`config.mk`:
```
export PLATFORM = sky130hd
export DESIGN_NAME = tori_output_arbiter
export DESIGN_NICKNAME = d
export VERILOG_FILES = /design/src/rtl/tori_pkg.sv /design/src/rtl/tori_rr_picker.sv /design/src/rtl/tori_output_arbiter.sv
export SDC_FILE = /design/constraint.sdc
export NUM_CORES = 1
export LEC_CHECK = 0
export ABC_AREA = 1
export CAP_MARGIN = 25
export CORE_MARGIN = 3
export CORE_UTILIZATION = 45
export CTS_CLUSTER_DIAMETER = 60
export DETAILED_ROUTE_END_ITERATION = 8
export PLACE_DENSITY = 0.82
export SLEW_MARGIN = 20
export SYNTH_ARGS = -nofsm -noshare
export SYNTH_HDL_FRONTEND = slang
export SYNTH_HIERARCHICAL = 1
export SYNTH_SLANG_ARGS = --single-unit
```
`constraint.sdc`:
```
create_clock -name clk -period 5.3 [get_ports clk]
set_input_delay 1.59 -clock clk [delete_from_list [all_inputs] [get_ports clk]]
set_output_delay 1.59 -clock clk [all_outputs]
set_load 0.005 [all_outputs]
```
`src/rtl/tori_pkg.sv`:
```
// tori_pkg: shared port indices, defaults and types for the torus router.
package tori_pkg;
  localparam int LOCAL = 0;
  localparam int NORTH = 1;
  localparam int EAST = 2;
  localparam int SOUTH = 3;
  localparam int WEST = 4;
  localparam int N_PORTS_DEFAULT = 5;
  localparam int FIFO_WIDTH_DEFAULT = 32;
  typedef enum logic {EMPTY = 1'b0, FULL = 1'b1} state_t;
  typedef logic [FIFO_WIDTH_DEFAULT-1:0] flit_t;
endpackage

```
`src/rtl/tori_rr_picker.sv`:
```
// tori_rr_picker: combinational round-robin priority search starting at rrPtr.
module tori_rr_picker
  import tori_pkg::*;
#(
  parameter int N_PORTS = N_PORTS_DEFAULT,
  parameter int PTR_W = $clog2(N_PORTS)
) (
  input  logic [N_PORTS-1:0] reqValid,
  input  logic [PTR_W-1:0]   rrPtr,
  input  logic               enable,
  output logic [N_PORTS-1:0] grant,
  output logic [PTR_W-1:0]   winner,
  output logic               anyGrant
);
  logic [PTR_W-1:0] idx;
  // Walk from the farthest offset down so the nearest requester overwrites.
  always_comb begin
    grant = '0;
    winner = '0;
    anyGrant = 1'b0;
    idx = '0;
    for (int k = N_PORTS - 1; k >= 0; k--) begin
      idx = PTR_W'((int'(rrPtr) + k) % N_PORTS);
      if (enable && reqValid[idx]) begin
        grant = '0;
        grant[idx] = 1'b1;
        winner = idx;
        anyGrant = 1'b1;
      end
    end
  end
endmodule

```
`src/rtl/tori_output_arbiter.sv`:
```
// tori_output_arbiter: round-robin share of one output link with a one-entry output stage.
module tori_output_arbiter
  import tori_pkg::*;
#(
  parameter int FIFO_WIDTH = FIFO_WIDTH_DEFAULT,
  parameter int N_PORTS = N_PORTS_DEFAULT,
  localparam int PTR_W = $clog2(N_PORTS)
) (
  input  logic                         clk,
  input  logic                         reset,
  input  logic [N_PORTS-1:0]           reqValid,
  input  logic [N_PORTS*FIFO_WIDTH-1:0] reqData,
  output logic [N_PORTS-1:0]           readRequest,
  output logic [FIFO_WIDTH-1:0]        outData,
  output logic                         outWriteRequest,
  input  logic                         outHoldRequest
);
  state_t state, state_n;
  logic [PTR_W-1:0] rr_ptr, winner;
  logic can_load, any_grant;
  assign can_load = (state == EMPTY) || !outHoldRequest;
  assign outWriteRequest = (state == FULL);
  tori_rr_picker #(.N_PORTS(N_PORTS), .PTR_W(PTR_W)) picker (
    .reqValid(reqValid),
    .rrPtr(rr_ptr),
    .enable(can_load && !reset),
    .grant(readRequest),
    .winner(winner),
    .anyGrant(any_grant)
  );
  // A grant always refills; otherwise the flit stays only while held.
  always_comb begin
    state_n = EMPTY;
    state_n = (any_grant || (state == FULL && outHoldRequest)) ? FULL : EMPTY;
  end
  always_ff @(posedge clk) begin
    if (reset) begin
      state <= EMPTY;
      outData <= '0;
      rr_ptr <= '0;
    end else begin
      state <= state_n;
      if (any_grant) begin
        outData <= reqData[winner*FIFO_WIDTH +: FIFO_WIDTH];
        rr_ptr <= (int'(winner) == N_PORTS - 1) ? '0 : winner + 1'b1;
      end
    end
  end
endmodule

```
After elaboration in Yosys (flattened, before gate mapping)

Cells that the tools add are included.
Widths: inputs -> output; s select.

Muxes and demuxes: 37
Bitwise operators: 1
Add/subtract/negate cells: 5
Shifts and indexed selects: 1
$lt $le $gt $ge: 10
Equal/unequal tests: 1
Div/mod/pow operators: 5
Reductions and logical operators: 16

Operators by type and width:

| kind                  | count |
|---|---|
| $shiftx 160x9->32     | 1 |
| $mod 32x4->32 const B | 4 |
| $mod 4x4->32 const B  | 1 |
| $mux 5                | 5 |
| $lt 3x4->1 const B    | 5 |
| $mux 3                | 6 |
| $mux 1                | 16 |
| $bmux 1 s3            | 5 |
| $demux 1 s3           | 5 |
| $ge 3x1->1 const B    | 5 |
| $logic_and 1x1->1     | 12 |
| $add 3x2->4 const B   | 2 |
| $add 3x1->4 const B   | 1 |
| $add 3x3->4 const B   | 1 |
| $add 3x1->3 const B   | 1 |
| $eq 3x3->1 const B    | 1 |
| $logic_not 1->1       | 2 |
| $logic_or 1x1->1      | 2 |
| $not 1->1             | 1 |

Word-level logic and storage cells: 79
Bits of input ports: 168
Bits in registers: 36

Logic depth before layout (Yosys ltp)

Gate-level depths: netlist of run 1.

Word-level depth: 12
Depth in mapped cells: 38

Hierarchy

The synthesis of run 1 kept the hierarchy.

By module, submodules not included:

| module              | instances | area an instance (um^2) | cells an instance | sequential area each (um^2) |
|---|---|---|---|---|
| tori_output_arbiter | 1         | 3,339.5                 | 639               | 720.7 |
| tori_rr_picker      | 1         | 1,881.8                 | 341               | 0.0 |

Least setup slack after synthesis of run 1

No wires, ideal clock.

Path type: register to output
From: register rr_ptr[0]
To: output port readRequest[4]
Data required time: 3.710 ns
Data arrival time: 3.296 ns
Path buffers: 1
Setup slack: 0.414 ns
Stages on the path, launching flop included: 30
Cell sequence: dfxtp_1 -> buf_2 -> inv_1 -> ha_1 -> inv_2 -> ha_1 -> nor2_1 -> nand2_1 -> nand2_1 -> inv_2 -> nand2_1 -> nand2_1 -> ha_1 -> inv_1 -> nand2_1 -> nand2_2 -> nand3_1 -> nand2_2 -> nand3_1 -> nand2_1 -> nand2_1 -> nor2_4 -> nand2_1 -> nand2_1 -> nand2_1 -> nand2_1 -> nand2_1 -> nand2_1 -> nand2_1 -> nand2_1

Longest elaborated chain between the ends: 11
Elaborated cells between the ends (all ways): 54
Classes of those cells: 4 x add/sub; 5 x div; 10 x order compare; 25 x mux; 10 x reduce/logical

RTL lines:

| element                                                        | RTL line                  | source |
|---|---|---|
| start, declared                                                | tori_output_arbiter.sv:19 | `logic [PTR_W-1:0] rr_ptr, winner;` |
| start signal, assigned                                         | tori_output_arbiter.sv:45 | `rr_ptr <= (int'(winner) == N_PORTS - 1) ? '0 : winner + 1'b1;` |
| $add 3x3->4                                                    | tori_rr_picker.sv:23      | `idx = PTR_W'((int'(rrPtr) + k) % N_PORTS);` |
| $mod 32x4->32                                                  | tori_rr_picker.sv:23      |  |
| $lt 3x4->1 (implied by the code) or $ge 3x1->1 (tied branches) | tori_rr_picker.sv:26      | `grant[idx] = 1'b1;` |
| $logic_and 1x1->1 (implied by the code)                        | tori_rr_picker.sv:26      |  |
| $mux 1 (implied by the code)                                   | tori_rr_picker.sv:26      |  |
| $demux 1 s3                                                    | --                        |  |
| $mux 5 (4 in a row)                                            | tori_rr_picker.sv:24      | `if (enable && reqValid[idx]) begin` |
| $mux 5 (*)                                                     | tori_rr_picker.sv:24      |  |
| end, declared                                                  | tori_output_arbiter.sv:13 | `output logic [N_PORTS-1:0] readRequest,` |

Mark *: on every way between the ends. The rest lies on a longest branch, timed or not. The select of a mux whose other input is x is not followed.

Final worst setup path of run 1

From: register rr_ptr[0]
To: output port readRequest[0]

Same word-level chain as after synthesis.

==> run_results.csv, run 1 <==
group,metric,value,unit
floorplanning,start_util,0.471,
grt,grt_antenna_before_repair,0,
timing,final-hold-violation-count,0,
detailed_routing,routed_via_density,4.82,
floorplanning,die_area,12900,um2
timing,slew_headroom,0.570,
final_layout,area_growth,53.2,%
logic_synthesis,yosys_warnings,6,
setup_path,cp.required,3710,ps
logic_synthesis,synthCells,980,
detailed_routing,route.detailed.drc,0,
place,portBuffers,205,
floorplanning,die_w,114,um
final_layout,layout_common_cells,"nand2_1 (297), inv_1 (204), clkdlybuf4s50_1 (200)",
floorplanning,io_pins,206,
floorplanning,die_h,114,um
grt,grt.met1_usage,0.307,
final_layout,utilization,0.722,
pwr,peakVddDrop,0.000988,V
flow_run,maxCapViolations,0,
timing,tightestPinTransition,644,ps
final_layout,final_common_cell,"nand2_1",
final_layout,layout-drive-gt1-share,0.149,
setup_path,crit_fanout,6,
logic_synthesis,synth_seq_cells,36,
timing,min_period_over_period,0.970,
timing,setup_viol,0,
pwr,swShare,0.571,
logic_synthesis,synth-seq-area-share,0.138,
clock_network,cts_buffer_depth,2,
setup_path,start_kind,"flip-flop",
setup_path,critPathKind,"reg2out",
detailed_routing,detail-route-antenna-nets,0,
grt,grtUsageTotal,0.259,
place,dpl.hpwl,13800,um
logic_synthesis,syn_nets,1174,
outcome,outcome,"completed",
clock_network,cts-htree-levels,2,
clock_network,tritoncts,"built",
timing,fin_skew,4.08,ps
clock_network,cts_root_buf,"clkbuf_16",
final_layout,regArea,729,um2
grt,use_met2,0.468,
logic_synthesis,synth_cell_types,41,
pwr,clkPwrFrac,0.050,
grt,grt_pass1_wl,27500,um
pwr,power.total,0.00612,W
final_layout,nets,1389,
clock_network,numCtsBuffers,5,
detailed_routing,via_count,6441,
final_layout,multi_input_area,3720,um2
pwr,combPwrFrac,0.875,
setup_path,critPathCaptureType,"primary output",
floorplanning,core_area,11100,um2
pwr,power_switching,0.00349,W
floorplanning,rows,38,
clock_network,cts.sinks,36,
detailed_routing,drt_iter0_drc,330,
place,gp_congestion,0.918,
timing,slew_viol_final,0,
grt,overflow,0,
timing,max_freq,195,MHz
final_layout,nFillCells,1017,
pwr,intPower,0.00262,W
pwr,pwr_density_cell,765,nW/um2
detailed_routing,wirelength,18100,um
setup_path,arrival,3550,ps
detailed_routing,wl_per_cell,13.6,um
final_layout,antenna_cells,0,
logic_synthesis,mappedNetlistArea,5220,um2
clock_network,worstSkewPairLatency,280,ps
logic_synthesis,syn_area_per_cell,5.33,um2
clock_network,cts_hold_buf,0,
grt,grt_pass1_vias,5848,
timing,rsz0062_at_grt,"yes",
grt,met3_usage,0.0589,
timing,layout_min_cycle_time,5140,ps
worst_hold_path,holdCritPathClass,"reg2reg",
pwr,p_leak,4.35,nW
grt,grt_start_max_net_pins,37,
detailed_routing,first_pass_iters,7,
grt,top_usage_layer,"met2",
pwr,p_seq_frac,0.075,
clock_network,clkTransAtPathRegs,60,ps
==> final timing paths <==
kind                                endpoint  slack, ps                  startpoint  cells after the start
hold reg to reg   outWriteRequest$_SDFF_PP0_        470  outWriteRequest$_SDFF_PP0_                      2
setup / recovery              readRequest[0]        160      rr_ptr[0]$_SDFFE_PP0P_                     25
hold / removal    outWriteRequest$_SDFF_PP0_        470  outWriteRequest$_SDFF_PP0_                      2
setup reg to reg    outData[31]$_SDFFE_PP0P_        480      rr_ptr[0]$_SDFFE_PP0P_                     27
==> timing repair <==
item                       4_1_cts  5_1_grt
resized for setup               20       54
setup endpoints to repair        5        7
pin swaps                        9       24
buffers inserted                 4       11
==> synth_stat cells <==
library cell	instances	area share
a31oi_1	2	0.0024
nand3_1	101	0.097
nor2_4	4	0.0086
buf_2	21	0.020
o22ai_2	1	0.0024
nand2_2	22	0.026
and2b_4	1	0.0019
inv_1	208	0.15
o21ai_2	5	0.0084
o21bai_1	1	0.0014
inv_4	1	0.0012
o22ai_1	1	0.0012
nand4_4	1	0.0041
nand3_2	3	0.0058
nand4_1	1	0.0012
nor2b_1	1	0.0012
buf_1	3	0.0022
ha_1	26	0.062
or2_2	2	0.0024
inv_2	10	0.0072
nor3_1	4	0.0038
buf_6	7	0.015
a21oi_2	21	0.035
o211ai_1	1	0.0014
clkinv_1	1	0.00072
xor2_2	1	0.0031
dfxtp_1	36	0.14
xor2_1	4	0.0067
nor2_1	88	0.063
nand3b_1	2	0.0029
xnor2_4	1	0.0053
o21ai_0	40	0.038
nor2_2	4	0.0048
xnor2_1	1	0.0017
a21oi_1	20	0.019
nand2_4	4	0.0086
o21ai_1	8	0.0077
nand2_1	309	0.22
nand3_4	2	0.0067
buf_4	1	0.0014
clkbuf_1	10	0.0072
==> cell families (layout without fill, tap and decap cells) <==
kind of cell	after synthesis	count (layout)	synth area share
AND/OR/NAND/NOR	549	549	0.461
buffers and inverters	262	478	0.205
AO/OA/AOI/OAI	100	100	0.118
flip-flops	36	36	0.138
adder cells (fa/ha/maj)	26	26	0.0623
XOR/XNOR	7	7	0.0168
==> power by group through the flow <==
stage | combinational [W] | sequential (W) | clock (W)
after global placement | 0.00488 | 0.000454 | 0
after CTS | 0.00505 | 0.000457 | 0.000307
after detailed placement | 0.00493 | 0.000460 | 0
after global routing | 0.00598 | 0.000471 | 0.000317
after floorplan | 0.00365 | 0.000474 | 0
final | 0.00535 | 0.000460 | 0.000305
==> layout make-up <==
type,instances,area share
repair buffers,250,0.300
clock buffers,7,0.0178
multi-input cells,682,0.464
well taps,140,0.0219
clock inverters,1,0.000938
flip-flops and latches,36,0.0912
inverters,220,0.104
==> per-layer routing <==
| metal | share of wire | wire, um |
|---|---|---|
| met5 | 0 | 0 |
| met4 | 0.028 | 499 |
| met3 | 0.070 | 1270 |
| met2 | 0.50 | 9050 |
| met1 | 0.40 | 7310 |
==> critical path, cell delays in order, from the launching register on <==
cell,delay (ps)
dfxtp_4,350
buf_4,140
ha_4,170
xnor2_4,130
ha_1,210
nor2_1,170
nand2_2,110
nand2_4,120
xor2_4,90
buf_4,140
ha_1,160
or2_2,300
nand3_2,110
nand2_2,70
nand2_2,90
nand2_2,80
nand3_1,90
nand2_2,90
nand3_4,130
nand2_2,70
nor2_1,110
nand2_1,70
nand2_1,60
nand2_1,40
nand2_1,50
dlymetal6s2s_1,120
==> through the flow <==
step	TNS, ps	hold WS [ps]	std cells	setup slack (ps)	instance area [um2]
after floorplan	0	455	980	414	5220
after global placement	-34.5	461	1313	-18.4	7440
after detailed placement	-346	469	1313	-96.1	7440
after CTS	-1010	477	1325	-223	7700
after global routing	-307	502	1336	-96.4	8000
final	0	473	1336	161	8000
==> registers in the layout (all words and copies together), names as in the netlist <==
name / count
outData: 32
rr_ptr: 3
outWriteRequest: 1
(Power assumes the default switching activity.)
==> run 2: changes to the inputs <==
--- a/config.mk
+++ b/config.mk
@@ -6,7 +6,7 @@
 export NUM_CORES = 1
 export LEC_CHECK = 0
 export ABC_AREA = 1
-export CAP_MARGIN = 25
+export CAP_MARGIN = 0
 export CORE_MARGIN = 3
 export CORE_UTILIZATION = 45
 export CTS_CLUSTER_DIAMETER = 60
==> results of run 2 <==
The final DEF is identical to that of run 1; final timing and power are the same.
